## src/rtl/arb_pkg.sv

```systemverilog
// Shared state encodings and default limits for the round-robin bus arbiter.
package arb_pkg;

  localparam logic [1:0] ST_IDLE    = 2'd0;
  localparam logic [1:0] ST_GRANT   = 2'd1;
  localparam logic [1:0] ST_RELEASE = 2'd2;

  localparam int DEF_MAX_HOLD = 64;
  localparam int DEF_TIMEOUT  = 255;

endpackage

```

## src/rtl/rr_bus_arbiter_if.sv

```systemverilog
// Request/grant bundle between the bus masters, the slave ready lines and the arbiter.
interface rr_bus_arbiter_if #(
  parameter int N_MASTERS = 4,
  parameter int N_SLAVES  = 3
);
  localparam int MSEL_W = $clog2(N_MASTERS);

  // Handshake: breq is a level request held by a master until it sees its
  // bgrant bit; the grant stays while breq stays high (or until a hold-limit
  // preemption). Ownership changes only after a drain phase in which every
  // sready bit is 1. msel/bgrant/busy/preempt/timeout_err are registered.
  logic [N_MASTERS-1:0] breq;
  logic [N_SLAVES-1:0]  sready;
  logic [N_MASTERS-1:0] bgrant;
  logic [MSEL_W-1:0]    msel;
  logic                 busy;
  logic                 preempt;
  logic                 timeout_err;
  logic [1:0]           state;

  modport master (
    input  breq, sready,
    output bgrant, msel, busy, preempt, timeout_err, state
  );

  modport slave (
    output breq, sready,
    input  bgrant, msel, busy, preempt, timeout_err, state
  );

endinterface

```

## src/rtl/rr_pick.sv

```systemverilog
// Rotating-priority picker: first set request at or above ptr, wrapping modulo N.
module rr_pick #(
  parameter int N = 4,
  parameter int W = $clog2(N)
) (
  input  logic [N-1:0] req,
  input  logic [W-1:0] ptr,
  output logic [N-1:0] gnt,
  output logic [W-1:0] idx,
  output logic         any
);

  int pos;

  always_comb begin
    gnt = '0;
    idx = '0;
    any = 1'b0;
    pos = 0;
    for (int i = 0; i < N; i++) begin
      pos = (int'(ptr) + i) % N;
      if (!any && req[W'(pos)]) begin
        any          = 1'b1;
        gnt[W'(pos)] = 1'b1;
        idx          = W'(pos);
      end
    end
  end

endmodule

```

## src/rtl/rr_bus_arbiter.sv

```systemverilog
// Round-robin bus arbiter with bounded hold and a slave-ready drain phase.
// Define ARB_TIMEOUT_EN to bound the drain phase to TIMEOUT cycles.
module rr_bus_arbiter
  import arb_pkg::*;
#(
  parameter int N_MASTERS = 4,
  parameter int N_SLAVES  = 3,
  parameter int MAX_HOLD  = DEF_MAX_HOLD,
  parameter int TIMEOUT   = DEF_TIMEOUT
) (
  input  logic                clk,
  input  logic                rst,
  rr_bus_arbiter_if.master    bus
);

  localparam int MSEL_W = $clog2(N_MASTERS);
  localparam int HOLD_W = $clog2(MAX_HOLD);

  logic [1:0]           state, state_nxt;
  logic [MSEL_W-1:0]    owner;
  logic [MSEL_W-1:0]    ptr;
  logic [HOLD_W-1:0]    hold_cnt;
  logic [N_MASTERS-1:0] bgrant;
  logic                 busy;
  logic                 preempt;
  logic                 timeout_err;

  logic [N_MASTERS-1:0] pick_gnt;
  logic [MSEL_W-1:0]    pick_idx;
  logic                 pick_any;
  logic [N_MASTERS-1:0] owner_mask;
  logic                 bus_ready;
  logic                 owner_req;
  logic                 others_req;
  logic                 hold_max;
  logic                 drain_tmo;
  logic                 drain_done;
  logic                 do_grant;
  logic                 do_preempt;

  rr_pick #(
    .N (N_MASTERS),
    .W (MSEL_W)
  ) u_pick (
    .req (bus.breq),
    .ptr (ptr),
    .gnt (pick_gnt),
    .idx (pick_idx),
    .any (pick_any)
  );

  assign bus_ready  = &bus.sready;
  assign owner_mask = N_MASTERS'(1) << owner;
  assign owner_req  = |(bus.breq & owner_mask);
  assign others_req = |(bus.breq & ~owner_mask);
  assign hold_max   = (hold_cnt == HOLD_W'(MAX_HOLD - 1));

`ifdef ARB_TIMEOUT_EN
  localparam int WAIT_W = $clog2(TIMEOUT + 1);
  logic [WAIT_W-1:0] wait_cnt;

  // Drain counter restarts on every entry into RELEASE; it never passes
  // TIMEOUT because RELEASE is always left at that count.
  always_ff @(posedge clk or posedge rst) begin
    if (rst) begin
      wait_cnt <= '0;
    end else if (state != ST_RELEASE) begin
      wait_cnt <= '0;
    end else begin
      wait_cnt <= wait_cnt + WAIT_W'(1);
    end
  end

  assign drain_tmo = (state == ST_RELEASE) && !bus_ready &&
                     (wait_cnt == WAIT_W'(TIMEOUT));
`else
  assign drain_tmo = 1'b0;
`endif

  assign drain_done = bus_ready || drain_tmo;

  always_comb begin
    state_nxt  = state;
    do_grant   = 1'b0;
    do_preempt = 1'b0;
    case (state)
      ST_IDLE: begin
        if (pick_any) begin
          state_nxt = ST_GRANT;
          do_grant  = 1'b1;
        end
      end
      ST_GRANT: begin
        // An owner dropping its request wins over hold expiry: no preempt.
        if (!owner_req) begin
          state_nxt = ST_RELEASE;
        end else if (hold_max && others_req) begin
          state_nxt  = ST_RELEASE;
          do_preempt = 1'b1;
        end
      end
      ST_RELEASE: begin
        if (drain_done) begin
          if (pick_any) begin
            state_nxt = ST_GRANT;
            do_grant  = 1'b1;
          end else begin
            state_nxt = ST_IDLE;
          end
        end
      end
      default: state_nxt = ST_IDLE;
    endcase
  end

  always_ff @(posedge clk or posedge rst) begin
    if (rst) begin
      state       <= ST_IDLE;
      owner       <= '0;
      ptr         <= '0;
      hold_cnt    <= '0;
      bgrant      <= '0;
      busy        <= 1'b0;
      preempt     <= 1'b0;
      timeout_err <= 1'b0;
    end else begin
      state       <= state_nxt;
      busy        <= (state_nxt != ST_IDLE);
      preempt     <= do_preempt;
      timeout_err <= drain_tmo;
      if (do_grant) begin
        owner    <= pick_idx;
        bgrant   <= pick_gnt;
        hold_cnt <= '0;
        // Pointer moves past the winner so it becomes last in rotation.
        ptr      <= (pick_idx == MSEL_W'(N_MASTERS - 1)) ? '0 : pick_idx + MSEL_W'(1);
      end else begin
        if (state_nxt != ST_GRANT) begin
          bgrant <= '0;
        end
        if (state == ST_GRANT && !hold_max) begin
          hold_cnt <= hold_cnt + HOLD_W'(1);
        end
      end
    end
  end

  assign bus.bgrant      = bgrant;
  assign bus.msel        = owner;
  assign bus.busy        = busy;
  assign bus.preempt     = preempt;
  assign bus.timeout_err = timeout_err;
  assign bus.state       = state;

endmodule

```

## src/flat_wrapper.sv

```systemverilog
// flat-port wrapper written by rule: the top's interface ports become plain ports
module rr_bus_arbiter_flat import arb_pkg::*;
#(
  parameter int N_MASTERS = 4,
  parameter int N_SLAVES  = 3,
  parameter int MAX_HOLD  = DEF_MAX_HOLD,
  parameter int TIMEOUT   = DEF_TIMEOUT
)
  (clk, rst, bus_breq, bus_sready, bus_bgrant, bus_msel, bus_busy, bus_preempt, bus_timeout_err, bus_state);
  rr_bus_arbiter_if #(.N_MASTERS(N_MASTERS), .N_SLAVES(N_SLAVES)) bus_i ();
  input  logic clk;
  input  logic rst;
  input wire logic [$bits(bus_i.breq)-1:0] bus_breq;
  input wire logic [$bits(bus_i.sready)-1:0] bus_sready;
  output wire logic [$bits(bus_i.bgrant)-1:0] bus_bgrant;
  output wire logic [$bits(bus_i.msel)-1:0] bus_msel;
  output wire logic [$bits(bus_i.busy)-1:0] bus_busy;
  output wire logic [$bits(bus_i.preempt)-1:0] bus_preempt;
  output wire logic [$bits(bus_i.timeout_err)-1:0] bus_timeout_err;
  output wire logic [$bits(bus_i.state)-1:0] bus_state;
  assign bus_i.breq = bus_breq;
  assign bus_i.sready = bus_sready;
  assign bus_bgrant = bus_i.bgrant;
  assign bus_msel = bus_i.msel;
  assign bus_busy = bus_i.busy;
  assign bus_preempt = bus_i.preempt;
  assign bus_timeout_err = bus_i.timeout_err;
  assign bus_state = bus_i.state;
  rr_bus_arbiter #(.N_MASTERS(N_MASTERS), .N_SLAVES(N_SLAVES), .MAX_HOLD(MAX_HOLD), .TIMEOUT(TIMEOUT)) u_core (.clk(clk), .rst(rst), .bus(bus_i));
endmodule
```

## config.mk

```make
export PLATFORM = sky130hd
export DESIGN_NAME = rr_bus_arbiter_flat
export DESIGN_NICKNAME = d
export VERILOG_FILES = /design/src/rtl/arb_pkg.sv /design/src/rtl/rr_bus_arbiter_if.sv /design/src/rtl/rr_pick.sv /design/src/rtl/rr_bus_arbiter.sv /design/src/flat_wrapper.sv
export SDC_FILE = /design/constraint.sdc
export NUM_CORES = 1
export LEC_CHECK = 0
export CORE_AREA = 3 3 59 61
export DETAILED_ROUTE_END_ITERATION = 8
export DIE_AREA = 0 0 62 64
export PLACE_DENSITY_LB_ADDON = 0.25
export SYNTH_ARGS = -nofsm -noshare
export SYNTH_HDL_FRONTEND = slang
export SYNTH_SLANG_ARGS = --single-unit
```

## constraint.sdc

```tcl
create_clock -name clk -period 9.4 [get_ports clk]
set_input_delay 1.88 -clock clk [delete_from_list [all_inputs] [get_ports clk]]
set_output_delay 1.88 -clock clk [all_outputs]
set_load 0.005 [all_outputs]
```

==> results of run 1 <==
-- per-layer routing --
metal	vias up	share of wire	global-route usage
li1	530	-	-
met1	538	0.42	0.228
met2	41	0.50	0.258
met3	4	0.066	0.0545
met4	0	0.010	0.0371
met5	-	0	0
-- layout make-up --
type	count	area, um2
inverters	5	18.8
repair buffers	18	180
clock buffers	4	36.3
multi-input cells	106	838
flip-flops and latches	18	450
well taps	44	55.1
fillers	288	1450
-- path summary, 6_finish.rpt --
path                                                  start                          endpoint  slack, ns
max                                             bus_breq[3]         u_core.ptr[1]$_DFFE_PP0P_       5.28
min                        u_core.bus.bgrant[1]$_DFFE_PP0P_  u_core.bus.bgrant[1]$_DFFE_PP0P_       0.51
max reg2reg                       u_core.ptr[0]$_DFFE_PP0P_         u_core.ptr[1]$_DFFE_PP0P_       5.86
min reg2reg                u_core.bus.bgrant[1]$_DFFE_PP0P_  u_core.bus.bgrant[1]$_DFFE_PP0P_       0.51
max in group asynchronous                               rst    u_core.hold_cnt[4]$_DFFE_PP0P_       6.95
min in group asynchronous                               rst         u_core.bus.busy$_DFF_PP0_       2.00
-- Yosys cell counts, types with 3 or more instances --
library cell  number
a21oi_1            3
nand2_1           10
nand4_1            3
nor3_1             3
inv_1              5
o21ai_0            3
a31oi_1            4
nand3_1            4
ha_1              10
nor4b_1            3
mux4_2             4
dfrtp_1           18
nand2b_1           4
xor2_1             4
a32oi_1            3
mux2i_1            6
nor2_1            13
-- flip-flops by register name, indices dropped and copies added (netlist names) --
name                count
u_core.bus.busy         1
u_core.bus.state        2
u_core.hold_cnt         6
u_core.ptr              2
u_core.bus.bgrant       4
u_core.bus.msel         2
u_core.bus.preempt      1
-- cell families (layout without fill, tap and decap cells) --
kind of cell	after synthesis	in the layout
AND/OR/NAND/NOR	49	49
AO/OA/AOI/OAI	29	29
flip-flops	18	18
multiplexers	12	12
buffers and inverters	11	27
adder cells (fa/ha/maj)	10	10
XOR/XNOR	5	5
other	1	1
-- power breakdown --
group	switching (W)	total, W	internal [W]	leakage [nW]
Combinational	0.000160	0.000312	0.000151	0.419
Clock	0.0000239	0.0000475	0.0000236	0.0210
Sequential	0.0000424	0.000145	0.000103	0.234
-- through the flow --
stage / cells / setup WS (ns)
detailed placement: 191 / 5.00
global placement: 191 / 5.07
CTS: 195 / 5.32
floorplan: 135 / 5.75
finish: 195 / 5.28
global route: 195 / 5.18
==> run metrics, run 1 <==
Initial Util=0.446; Final nets=about 170; CTS Buf Count=3; synthesized flop and latch total=18; clock skew=roughly 0.0038 ns; PortBufs=18; final hold violations=0; area leader, netlist=dfrtp_1; die area=0.00397 mm2; XOR/XNOR Fraction of Synth Area=0.0324; cell family with most CP delay=simple AND/OR/NAND/NOR gates; Core Box Area=0.00303 mm2; post-synthesis net count=between 150 and 200; RSZ-0062 raised after global routing=no; R2R depth=9; row count=20; Die H=64 um; fmax=roughly 0.24 GHz; most frequent cells in the layout=clkdlybuf4s50_1 (18), dfrtp_1 (18), nor2_1 (13); # Post-CTS Setup Buffers=0; grt ovf=0; Vias/cell=5.71; final core utilization=0.521; Post-synth EDFFs=0; Crit Path Category=in2reg; Unique masters post-synth=45; Post-DP Area=about 0.0015 mm2; DRT Pass-1 Iters=4; Hold WS=0.511 ns; Post-synth ARST share=1.00; routed len/inst=15.3 um; post-synthesis adder-cell area fraction=0.0927; Synth Area in Simple Gates=0.189; final wirelength=2990 um; clk_lat worst skew=0.29 ns; PD cells=around 320 mW/mm2; initial drt markers=25; Total Power=between 0.0005 and 0.0006 W; Clock Sinks=18; Syn Area/Cell=10.0 um2; yosys warns=0; Ant. Diodes=0; largest cells by area after synthesis=dfrtp_1 (33%), ha_1 (9.3%), mux4_2 (6.7%); Synth-to-Final Area Change=17.0%; top_reg_cell synth=dfrtp_1; initial antenna violation count=0; status=finished, final reports clean; worst rel slew slack=0.514; register area share after synthesis=0.334; worst slew pin tran=about 0.73 ns; Critical Path Max Stage Delay=around 0.67 ns; fin crit share=0.438; Crit path depth=8; Setup-failing EPs final=0; Synth Area in Compound Gates=0.162; design area=0.00158 mm2; Pleak=0.674 nW; buffer levels on the longest clock path=2; CP arrival=4.29 ns; largest family of logic cells by synthesized area=simple AND/OR/NAND/NOR gates; startpoint types=input port; setup tns final=0 ns; first-pass GRT wire length=5100 um; hpwl dp=2210 um; Max H-tree Level=1; Post-CTS Resized=0; layout cell share with drive strength beyond 1=0.0795; routability cong.=between 0.7 and 0.8; worst-path cell chain=clkdlybuf4s50_1, mux4_2, or3_4, or3_1, nand2_1, ha_1, nand2_1, o21ai_1; Setup crit end kind=flip-flop; ANT nets after route=0; max-slew violations=0; Max IR drop VDD=0.122 mV; # IOs=20; die width=between 60 and 70 um; type of the most critical hold path=reg2reg; Total GRT Usage=0.168; min cycle time layout=approximately 4 ns; clk slew on worst S/H paths=roughly 0.1 ns; WP buf/inv=1; Critical Path Most Common Cell=nand2_1; Synth top area share=0.334; mux share of post-synthesis cell area=0.142; TritonCTS clock tree=done; # DRC=0; Vias=approximately 1,100; slowest cell on the critical path=mux4_2; vias in the first global route=1,066; clock root buffer=clkbuf_4; CP required=9.57 ns; cells after synthesis=135; CTS Hold Bufs=0; CP Max Fanout=14; hold path depth=1; largest net degree at the start of global routing=19; Synth Cell Area=0.00135 mm2; max-cap viol count=0
Note: power is estimated with default switching activity, not from simulation.
==> inputs of run 2 (changes only) <==
==> constraint.sdc (replaced) <==
create_clock -name clk -period 3.55 [get_ports clk]
set_input_delay 0.71 -clock clk [delete_from_list [all_inputs] [get_ports clk]]
set_output_delay 0.71 -clock clk [all_outputs]
set_load 0.005 [all_outputs]
==> run metrics, run 2 (synthesized netlist as in run 1, its figures left out) <==
worst rel slew slack=0.556 (was 0.514); CP required=3.73 ns (was 9.57 ns); Total GRT Usage=0.168 (about the same); first-pass GRT wire length=5150 um (was 5100 um); CP arrival=3.17 ns (was 4.29 ns); routability cong.=0.820 (was 0.786); Post-CTS Resized=0 (unchanged); initial drt markers=44 (was 25); TritonCTS clock tree=done (unchanged); hold path depth=1 (unchanged); Comb pwr share=0.667 (was 0.618); PD cells=859 mW/mm2 (was 320 mW/mm2); worst slew pin tran=0.665 ns (was 0.729 ns); clk slew on worst S/H paths=0.10 ns (about the same); ANT nets after route=0 (unchanged); Final WS setup=0.566 ns (was 5.28 ns); die width=62 um (unchanged); setup tns final=0 ns (unchanged); type of the most critical hold path=reg2reg (unchanged); Ant. Diodes=0 (unchanged); final wirelength=3000 um (was 2990 um); Max IR drop VDD=0.340 mV (was 0.122 mV); buffer levels on the longest clock path=2 (unchanged); clock skew=0.00579 ns (was 0.00377 ns); initial antenna violation count=0 (unchanged); Vias/cell=5.62 (was 5.71); layout cell share with drive strength beyond 1=0.0974 (was 0.0795); Max H-tree Level=1 (unchanged); startpoint types=input port (unchanged); row count=20 (unchanged); Vias=1,112 (was 1,113); Final nets=174 (was 171); Crit Path Category=in2reg (unchanged); most frequent cells in the layout=clkdlybuf4s50_1 (18), dfrtp_1 (18), nor2_1 (13) (unchanged); final hold violations=0 (unchanged); Die H=64 um (unchanged); Initial Util=0.446 (unchanged); # IOs=20 (unchanged); die area=0.00397 mm2 (unchanged); CP Max Fanout=14 (unchanged); most flop-heavy register=u_core.hold_cnt (unchanged); Internal Dissipation=0.000764 W (was 0.000278 W); Setup-failing EPs final=0 (unchanged); Largest register FFs=6 (unchanged); worst-path cell chain=clkdlybuf4s50_1, mux4_2, or3_4, or3_1, nand2_1, ha_1, nand2_1, o21ai_1 (unchanged); Critical Path Max Stage Delay=0.67 ns (about the same); Setup crit end kind=flip-flop (unchanged); max-slew violations=0 (unchanged); clock share of power=0.092 (was 0.094); RSZ-0062 raised after global routing=no (unchanged); pre-CTS setup slack=0.300 ns (was 5.00 ns); slowest cell on the critical path=mux4_2 (unchanged); Clock Sinks=18 (unchanged); status=finished, final reports clean (unchanged); Core Box Area=0.00303 mm2 (unchanged); Seq pwr share=0.242 (was 0.288); Synth-to-Final Area Change=18.6% (was 17.0%); CTS Buf Count=3 (unchanged); vias in the first global route=1,100 (was 1,066); PortBufs=18 (unchanged); DRT Pass-1 Iters=4 (unchanged); # Post-CTS Setup Buffers=0 (unchanged); max-cap viol count=0 (unchanged); clk_lat worst skew=0.29 ns (about the same); NetSw=0.000612 W (was 0.000227 W); Critical Path Most Common Cell=nand2_1 (unchanged); # DRC=0 (unchanged); grt ovf=0 (unchanged); routed len/inst=15.1 um (was 15.3 um); hpwl dp=2270 um (was 2210 um); Pleak=0.688 nW (was 0.674 nW); CTS Hold Bufs=0 (unchanged); fmax=approximately 0.34 GHz; largest net degree at the start of global routing=19 (unchanged); R2R depth=9 (unchanged); fin crit share=0.841; Regs by FF count=u_core.hold_cnt x6, u_core.bus.bgrant x4 (unchanged); min cycle time layout=slightly below 3 ns; clock root buffer=clkbuf_4 (unchanged); Sw Share=0.445 (was 0.449)
## run 2: cell types whose count changed in the layout (fill, tap and decap cells not counted), sizes merged
| cell | delta |
|---|---|
| buf | +3 |
## run 2: area by class of cell
class	count	area (um2)
inverters	5	18.8
flip-flops and latches	18	450
clock buffers	4	36.3
repair buffers	21	203
well taps	44	55.1
multi-input cells	106	838
fillers	291	1430
## run 2: power by group through the flow
| stage | clock [W] | sequential (W) | combinational (W) |
|---|---|---|---|
| floorplan | 0 | 0.000345 | 0.000656 |
| detailed placement | 0 | 0.000337 | 0.000912 |
| global route | 0.000137 | 0.000344 | 0.00102 |
| finish | 0.000126 | 0.000333 | 0.000918 |
| global placement | 0 | 0.000335 | 0.000885 |
| CTS | 0.000130 | 0.000333 | 0.000917 |
## run 2: worst paths after layout
kind | start | slack (ns) | end
setup / recovery | bus_breq[2] | 0.57 | u_core.ptr[1]$_DFFE_PP0P_
hold / removal | u_core.bus.bgrant[0]$_DFFE_PP0P_ | 0.51 | u_core.bus.bgrant[0]$_DFFE_PP0P_
setup reg to reg | u_core.ptr[1]$_DFFE_PP0P_ | 0.75 | u_core.ptr[1]$_DFFE_PP0P_
hold reg to reg | u_core.bus.bgrant[0]$_DFFE_PP0P_ | 0.51 | u_core.bus.bgrant[0]$_DFFE_PP0P_
max in group asynchronous | rst | 2.32 | u_core.bus.msel[1]$_DFFE_PP0P_
min in group asynchronous | rst | 0.80 | u_core.bus.state[1]$_DFF_PP0_
## run 2: worst max-delay path: cells and delay by family
family          cells  cell delay [ns]
fa+ha+maj           1             0.24
buf+inv             1             0.55
mux                 1             0.67
simple gates        4             0.94
compound gates      1             0.05
## run 2: layer usage
metal	wire (um)	part of all wire	GRT usage
met3	118	0.039	0.0364
met4	32	0.011	0.0159
met5	0	0	0
met1	1350	0.45	0.222
met2	1490	0.50	0.284
## run 2: stage by stage
| step | std cells | util | instance area, um2 | hold WS [ns] | power [W] |
|---|---|---|---|---|---|
| finish | 198 | 0.529 | 1600 | 0.508 | 0.00138 |
| global route | 198 | 0.529 | 1600 | 0.526 | 0.00150 |
| CTS | 198 | 0.529 | 1600 | 0.507 | 0.00138 |
| detailed placement | 194 | 0.517 | 1570 | 0.479 | 0.00125 |
| global placement | 194 | 0.517 | 1570 | 0.473 | 0.00122 |
| floorplan | 135 | - | 1350 | 0.479 | 0.00100 |
